<file path="src/rtl/bp_me_pkg.sv">
// Shared layout, state encoding and packet type for the LCE command deserializer.
package bp_me_pkg;

    localparam int flit_width_p    = 64;
    localparam int cord_width_p    = 7;
    localparam int len_width_p     = 5;
    localparam int cid_width_p     = 2;
    localparam int msg_hdr_width_p = 96;
    localparam int data_width_p    = 512;

    localparam int pkt_width_lp  = cord_width_p + len_width_p + cid_width_p
                                 + msg_hdr_width_p + data_width_p;
    localparam int max_flits_lp  = (pkt_width_lp + flit_width_p - 1) / flit_width_p;
    localparam int addr_width_lp = $clog2(max_flits_lp);
    // one extra bit so the pointer can run past the buffer on an over-long packet
    localparam int ptr_width_lp  = len_width_p + 1;

    localparam int cord_offset_lp = 0;
    localparam int len_offset_lp  = cord_offset_lp + cord_width_p;
    localparam int cid_offset_lp  = len_offset_lp + len_width_p;
    localparam int hdr_offset_lp  = cid_offset_lp + cid_width_p;
    localparam int data_offset_lp = hdr_offset_lp + msg_hdr_width_p;

    typedef enum logic [1:0] {
        e_idle = 2'd0,
        e_body = 2'd1,
        e_full = 2'd2
    } state_e;

    // packed MSB-first, so the LSB-first wire order cord|len|cid|hdr|data reads bottom-up
    typedef struct packed {
        logic [data_width_p-1:0]    data;
        logic [msg_hdr_width_p-1:0] msg_hdr;
        logic [cid_width_p-1:0]     cid;
        logic [len_width_p-1:0]     len;
        logic [cord_width_p-1:0]    cord;
    } bp_lce_cmd_wormhole_packet_s;

endpackage

</file>
<file path="src/rtl/bp_me_wormhole_lce_cmd_deserializer_if.sv">
// Flit link plus valid/yumi consumer side of the LCE command deserializer.
interface bp_me_wormhole_lce_cmd_deserializer_if;
    import bp_me_pkg::*;

    logic [flit_width_p-1:0]    flit_i;
    logic                       flit_v_i;
    logic                       flit_ready_and_o;
    logic [msg_hdr_width_p-1:0] lce_cmd_header_o;
    logic [data_width_p-1:0]    lce_cmd_data_o;
    logic [cord_width_p-1:0]    cord_o;
    logic [cid_width_p-1:0]     cid_o;
    logic                       v_o;
    logic                       yumi_i;
    logic                       len_err_o;

    modport slave (
        input  flit_i, flit_v_i, yumi_i,
        output flit_ready_and_o, lce_cmd_header_o, lce_cmd_data_o,
               cord_o, cid_o, v_o, len_err_o
    );

    modport master (
        output flit_i, flit_v_i, yumi_i,
        input  flit_ready_and_o, lce_cmd_header_o, lce_cmd_data_o,
               cord_o, cid_o, v_o, len_err_o
    );

endinterface

</file>
<file path="src/rtl/bsg_flit_sipo_buffer.sv">
// Slot-addressed flit register array; the top slot is trimmed to the packet width.
module bsg_flit_sipo_buffer #(
    parameter int flit_width_p = 64,
    parameter int slots_p      = 10,
    parameter int out_width_p  = 622,
    parameter int addr_width_p = $clog2(slots_p)
) (
    input  logic                    clk_i,
    input  logic                    reset_n_i,
    input  logic                    i_clear,
    input  logic                    i_we,
    input  logic [addr_width_p-1:0] i_addr,
    input  logic [flit_width_p-1:0] i_flit,
    output logic [out_width_p-1:0]  o_data
);

    for (genvar gi = 0; gi < slots_p; gi++) begin : g_slot
        localparam int lo_lp = gi * flit_width_p;
        localparam int sw_lp = (out_width_p - lo_lp < flit_width_p) ? (out_width_p - lo_lp)
                                                                     : flit_width_p;
        logic [sw_lp-1:0] r_slot;

        // a write to this slot wins over the whole-buffer clear issued with the header flit
        always_ff @(posedge clk_i or negedge reset_n_i) begin
            if (!reset_n_i)
                r_slot <= '0;
            else if (i_we && (i_addr == addr_width_p'(gi)))
                r_slot <= i_flit[sw_lp-1:0];
            else if (i_clear)
                r_slot <= '0;
        end

        assign o_data[lo_lp +: sw_lp] = r_slot;
    end

endmodule

</file>
<file path="src/rtl/bp_me_wormhole_lce_cmd_deserializer.sv">
// Reassembles a wormhole packet into a bedrock LCE command for a valid/yumi consumer.
//
//   state  | meaning
//   e_idle | waiting for the header flit; clears buffer and latches len on accept
//   e_body | collecting the remaining len flits; flits past the buffer are dropped
//   e_full | packet held on the outputs until the consumer yumis
module bp_me_wormhole_lce_cmd_deserializer
    import bp_me_pkg::*;
(
    input  logic clk_i,
    input  logic reset_n_i,
    bp_me_wormhole_lce_cmd_deserializer_if.slave link
);

    state_e                      r_state, w_state_nxt;
    logic [len_width_p-1:0]      r_cnt, w_cnt_nxt;
    logic [ptr_width_lp-1:0]     r_ptr, w_ptr_nxt;
    logic                        r_len_err, w_len_err_nxt;
    logic                        w_ready, w_accept;
    logic                        w_clear, w_we;
    logic [addr_width_lp-1:0]    w_addr;
    logic [pkt_width_lp-1:0]     w_buf;
    bp_lce_cmd_wormhole_packet_s w_pkt;

    // ready drops while reset is held even though the state reads idle
    assign w_ready  = reset_n_i && (r_state != e_full);
    assign w_accept = link.flit_v_i && w_ready;

    // state, counters and sticky length error
    always_ff @(posedge clk_i or negedge reset_n_i) begin
        if (!reset_n_i) begin
            r_state   <= e_idle;
            r_cnt     <= '0;
            r_ptr     <= '0;
            r_len_err <= 1'b0;
        end else begin
            r_state   <= w_state_nxt;
            r_cnt     <= w_cnt_nxt;
            r_ptr     <= w_ptr_nxt;
            r_len_err <= w_len_err_nxt;
        end
    end

    // next-state and buffer write control
    always_comb begin
        w_state_nxt   = r_state;
        w_cnt_nxt     = r_cnt;
        w_ptr_nxt     = r_ptr;
        w_len_err_nxt = r_len_err;
        w_clear       = 1'b0;
        w_we          = 1'b0;
        w_addr        = '0;
        case (r_state)
            e_idle: begin
                if (w_accept) begin
                    w_clear   = 1'b1;
                    w_we      = 1'b1;
                    w_cnt_nxt = link.flit_i[len_offset_lp +: len_width_p];
                    w_ptr_nxt = ptr_width_lp'(1);
                    w_state_nxt = (w_cnt_nxt == '0) ? e_full : e_body;
                end
            end
            e_body: begin
                if (w_accept) begin
                    if (r_ptr < ptr_width_lp'(max_flits_lp)) begin
                        w_we   = 1'b1;
                        w_addr = r_ptr[addr_width_lp-1:0];
                    end else begin
                        w_len_err_nxt = 1'b1;
                    end
                    w_ptr_nxt = r_ptr + 1'b1;
                    w_cnt_nxt = r_cnt - 1'b1;
                    if (r_cnt == len_width_p'(1))
                        w_state_nxt = e_full;
                end
            end
            e_full: begin
                if (link.yumi_i)
                    w_state_nxt = e_idle;
            end
            default: w_state_nxt = e_idle;
        endcase
    end

    bsg_flit_sipo_buffer #(
        .flit_width_p (flit_width_p),
        .slots_p      (max_flits_lp),
        .out_width_p  (pkt_width_lp)
    ) u_buf (
        .clk_i     (clk_i),
        .reset_n_i (reset_n_i),
        .i_clear   (w_clear),
        .i_we      (w_we),
        .i_addr    (w_addr),
        .i_flit    (link.flit_i),
        .o_data    (w_buf)
    );

    assign w_pkt = bp_lce_cmd_wormhole_packet_s'(w_buf);

    assign link.flit_ready_and_o = w_ready;
    assign link.v_o              = (r_state == e_full);
    assign link.cord_o           = w_pkt.cord;
    assign link.cid_o            = w_pkt.cid;
    assign link.lce_cmd_header_o = w_pkt.msg_hdr;
    assign link.lce_cmd_data_o   = w_pkt.data;
    assign link.len_err_o        = r_len_err;

    // consumer may only take a packet that is actually presented
    a_yumi_needs_v: assert property (@(posedge clk_i) disable iff (!reset_n_i)
        link.yumi_i |-> link.v_o)
        else $error("yumi_i asserted without v_o");

    // the pointer has advanced once per flit of the buffered packet
    a_ptr_matches_len: assert property (@(posedge clk_i) disable iff (!reset_n_i)
        (r_state == e_full) |-> ({1'b0, w_pkt.len} == r_ptr - 1'b1))
        else $error("flit count disagrees with buffered len field");

endmodule

</file>
<file path="src/flat_wrapper.sv">
// flat-port wrapper written by rule: the top's interface ports become plain ports
module bp_me_wormhole_lce_cmd_deserializer_flat import bp_me_pkg::*;
  (clk_i, reset_n_i, link_flit_i, link_flit_v_i, link_yumi_i, link_flit_ready_and_o, link_lce_cmd_header_o, link_lce_cmd_data_o, link_cord_o, link_cid_o, link_v_o, link_len_err_o);
  bp_me_wormhole_lce_cmd_deserializer_if link_i ();
  input  logic clk_i;
  input  logic reset_n_i;
  input wire logic [$bits(link_i.flit_i)-1:0] link_flit_i;
  input wire logic [$bits(link_i.flit_v_i)-1:0] link_flit_v_i;
  input wire logic [$bits(link_i.yumi_i)-1:0] link_yumi_i;
  output wire logic [$bits(link_i.flit_ready_and_o)-1:0] link_flit_ready_and_o;
  output wire logic [$bits(link_i.lce_cmd_header_o)-1:0] link_lce_cmd_header_o;
  output wire logic [$bits(link_i.lce_cmd_data_o)-1:0] link_lce_cmd_data_o;
  output wire logic [$bits(link_i.cord_o)-1:0] link_cord_o;
  output wire logic [$bits(link_i.cid_o)-1:0] link_cid_o;
  output wire logic [$bits(link_i.v_o)-1:0] link_v_o;
  output wire logic [$bits(link_i.len_err_o)-1:0] link_len_err_o;
  assign link_i.flit_i = link_flit_i;
  assign link_i.flit_v_i = link_flit_v_i;
  assign link_i.yumi_i = link_yumi_i;
  assign link_flit_ready_and_o = link_i.flit_ready_and_o;
  assign link_lce_cmd_header_o = link_i.lce_cmd_header_o;
  assign link_lce_cmd_data_o = link_i.lce_cmd_data_o;
  assign link_cord_o = link_i.cord_o;
  assign link_cid_o = link_i.cid_o;
  assign link_v_o = link_i.v_o;
  assign link_len_err_o = link_i.len_err_o;
  bp_me_wormhole_lce_cmd_deserializer u_core (.clk_i(clk_i), .reset_n_i(reset_n_i), .link(link_i));
endmodule
</file>
<file path="config.mk">
export PLATFORM = sky130hd
export DESIGN_NAME = bp_me_wormhole_lce_cmd_deserializer_flat
export DESIGN_NICKNAME = d
export VERILOG_FILES = /design/src/rtl/bp_me_pkg.sv /design/src/rtl/bp_me_wormhole_lce_cmd_deserializer_if.sv /design/src/rtl/bsg_flit_sipo_buffer.sv /design/src/rtl/bp_me_wormhole_lce_cmd_deserializer.sv /design/src/flat_wrapper.sv
export SDC_FILE = /design/constraint.sdc
export NUM_CORES = 1
export LEC_CHECK = 0
export ABC_AREA = 1
export BUFFER_PORTS_ARGS = -buffer_cell sky130_fd_sc_hd__buf_2
export CAP_MARGIN = 10
export CORE_AREA = 2 2 271 273
export DETAILED_ROUTE_END_ITERATION = 8
export DIE_AREA = 0 0 273 275
export GPL_TIMING_DRIVEN = 0
export PLACE_DENSITY = 0.57
export SYNTH_ARGS = -nofsm -noshare
export SYNTH_HDL_FRONTEND = slang
export SYNTH_SLANG_ARGS = --single-unit
</file>
<file path="constraint.sdc">
create_clock -name clk_i -period 2.5 [get_ports clk_i]
set_clock_uncertainty 0.05 [all_clocks]
set_input_delay 0.75 -clock clk_i [delete_from_list [all_inputs] [get_ports clk_i]]
set_output_delay 0.75 -clock clk_i [all_outputs]
set_load 0.05 [all_outputs]
</file>
==> reports/results.tsv <==
stage	metric	value	unit
detailed_routing	wirelength	109000	um
yosys	synth_seq_cells	631	
floorplan	start_util	34.0	%
clock_network	cts_buffer_depth	3	
place	io_buffers	687	
detailed_routing	vias	22733	
global_routing	grt_pass1_vias	21788	
yosys	synth_xor_area_share	0	%
worst_setup_path	critPathTopFamily	buffers and inverters	
yosys	synth.distinct_cells	30	
timing	layout_setup_ws	141	ps
worst_setup_path	arrival	1560	ps
worst_setup_path	cp_num_buf_inv	4	
worst_setup_path	critPathMaxStageDelay	360	ps
worst_setup_path	crit_required	1700	ps
layout	layout.nets	3380	
status	status	finished, final reports clean	
timing	slew_headroom	48.5	%
job	cap_violations	0	
timing	clock.fmax	424	MHz
layout	drive_gt1_share	30.3	%
min_path	hp-class	primary input to asynchronous set/reset pin	
global_routing	grt_usage	28.3	%
clock_network	root_buffer	clkbuf_16	
timing	finalHoldViolCount	0	
yosys	yosysSeqAreaShare	64.2	%
place	dpl_worst_slack	-1690	ps
layout	final_cells	4325	
layout	final_cell_area	32400	um^2
yosys	synth_compound_area_share	8.13	%
worst_setup_path	critPathLaunchType	register	
global_routing	grt_remaining_overflow	0	
detailed_routing	remaining_drc_errors	0	
layout	regArea	15800	um^2
worst_setup_path	critPathSlowestCell	dfrtp_1	
worst_setup_path	critPathKind	register to output pin	
timing	slew_viol_final	0	
place	place_congestion	0.860	
worst_setup_path	reg2reg_from	u_core.r_ptr[1]$_DFFE_PN0P_	
place	hpwl	78300	um
worst_setup_path	crit_start	u_core.r_state[0]$_DFFE_PN0P_	
floorplan	placementRows	99	
detailed_routing	post_drt_wl_per_cell	25.2	um
clock_network	h-tree-depth	3	
timing	setup_violations	0	
timing	fin_crit	2360	ps
yosys	muxShareOfSynthArea	0	%
global_routing	grt_pass1_wl	155000	um
global_routing	antenna_found_initial	4	
detailed_routing	detail_route.first_pass.iterations	5	
clock_network	cts_buffers	72	
pwr	totalPowerFinal	33.5	mW
worst_setup_path	crit_fanout	8	
layout	syn_to_final_growth	31.7	%
global_routing	grt_start_max_net_pins	121	
yosys	synth_area_per_cell	9.76	um^2
place	placedCellCount	4177	
clock_network	numClockSinks	631	
yosys	yosys.area_share.simple	22.2	%
yosys	synthAdderAreaFrac	0.153	%
timing	fin_tns_setup	0	ps
pwr	ir_drop	0.822	mV
floorplan	core_area	72300	um^2
pwr	powerDensity	1030	nW/um^2
timing	worst_pin_slew	772	ps
yosys	yosysWarnings	0	
detailed_routing	drtIter0Drc	1848	
layout	multi_input_area	7560	um^2
floorplan	die_h	275	um
worst_setup_path	crit_path_cell_trace	buf_4 -> inv_2 -> nand2_2 -> nand2_1 -> inv_1 -> buf_6	
clock_network	cts_tree	built	
yosys	synth_area	24600	um^2
yosys	syn-instance-count	2521	
floorplan	ios	688	
clock_network	clk_pin_slew_worst_paths	60	ps
layout	fillCellCount	7173	
place	dpl_cell_area	29500	um^2
floorplan	fp.dieW	273	um
timing	min_period_over_period	94.4	%
detailed_routing	viasPerCell	5.26	
timing	rsz0062_at_grt	no	
yosys	syn_nets	2592	
clock_network	insertion_delay	600	ps
detailed_routing	ant_nets	0	
floorplan	die_area	75100	um^2
yosys	synth_top_family_by_area	simple AND/OR/NAND/NOR gates	
worst_setup_path	critPathCaptureType	output pin	
pwr	power_leakage	18.0	nW
## what timing repair did
action,4_1_cts,5_1_grt
pin swaps,2,4
endpoints found under the setup margin,623,370
gates resized for setup,46,31
endpoints found under the hold margin,25,19
cloned,3,0
hold buffers,1,1
setup buffers,7,6
## routing by layer
layer  vias up  share of wire [%]  global-route usage, %
met5         -                  0                      0
met4         0                3.7                   10.3
met3       200                7.8                   6.92
met2       975                 47                   45.3
met1     11396                 41                   37.3
li1      10162                  -                      -
## worst paths after layout
kind / to / cells past startpoint / slack, ps
max in group asynchronous: u_core.u_buf.g_slot[2].r_slot[45]$_DFFE_PN0P_ / 3 / 1090
worst max-delay path: link_flit_ready_and_o / 6 / 140
worst min-delay path: u_core.u_buf.g_slot[6].r_slot[14]$_DFFE_PN0P_ / 1 / 50
min in group clk_i: u_core.u_buf.g_slot[2].r_slot[5]$_DFFE_PN0P_ / 3 / 380
worst min register to register: u_core.u_buf.g_slot[0].r_slot[2]$_DFFE_PN0P_ / 2 / 410
worst max register to register: u_core.u_buf.g_slot[3].r_slot[26]$_DFFE_PN0P_ / 11 / 170
## state kept, by name (all words and copies together), names as in the netlist
name and cells:
u_core.u_buf.g_slot.r_slot 617, u_core.r_ptr 6, u_core.r_cnt 5, u_core.r_state 2, u_core.link.len_err_o 1
## cell families after synthesis
family                     after synthesis
AOI/OAI and AO/OA                      395
adders and majority gates                3
buffers and inverters                  294
DFF                                    631
and+or+nand+nor                       1198
## cells in the mapped netlist
library cell  instances  area share (%)
a21oi_1               7            0.14
a21oi_2               1           0.036
a22o_1                1           0.036
a31o_2                1           0.036
buf_1                42            0.64
buf_2               122             2.5
buf_4                11            0.34
buf_6                 1           0.046
clkbuf_1             34            0.52
clkinv_1              1           0.015
dfrtp_1             631              64
ha_1                  3            0.15
inv_1                82             1.3
inv_2                 1           0.015
nand2_1             467             7.1
nand2_2               7            0.18
nand3_1             690              14
nand3_4               1           0.071
nand4_1               9            0.23
nor2_1               15            0.23
nor2_2                3           0.076
nor2_4                4            0.18
nor3_2                1           0.041
nor3_4                1           0.066
o211ai_1              2           0.061
o21ai_0              83             1.7
o21ai_1             297             6.0
o21ai_2               1           0.036
o21bai_1              1           0.031
o22ai_1               1           0.025
## cell type report
cell class	instances	area share, %
antenna	2	0.0154
buffer	210	3.33
clock buffer	101	6.43
clock inverter	28	1.29
inverter	84	0.973
multi-input combinational	1596	23.3
sequential	631	48.7
tap	959	3.70
timing repair buffer	714	12.2
## per-stage QoR
stage          hold WS, ps  util (%)
2_1_floorplan          403         -
3_3_place_gp           400      40.4
3_5_place_dp           403      40.8
4_1_cts               7.72      44.6
5_1_grt               24.8      44.8
6_report              47.8      44.8
## cell usage in the layout (no fill, tap or decap), drive strengths merged
cell      instances
a21oi             8
a22o              1
a31o              1
buf             882
bufbuf            3
bufinv            8
clkbuf          140
clkinv           17
clkinvlp          2
dfrtp           631
diode             2
ha                3
inv              85
nand2           474
nand3           691
nand4             9
nor2             22
nor3              2
o211ai            2
o21ai           381
o21bai            1
o22ai             1
## report_power, final
| part | switching (mW) | leakage [nW] | internal [mW] |
|---|---|---|---|
| logic | 8.07 | 8.09 | 1.97 |
| registers | 0.753 | 8.67 | 11.5 |
| clock network | 4.50 | 1.22 | 6.70 |
| total | 13.3 | 18.0 | 20.2 |
No activity file was read; power rests on OpenSTA's default activity.
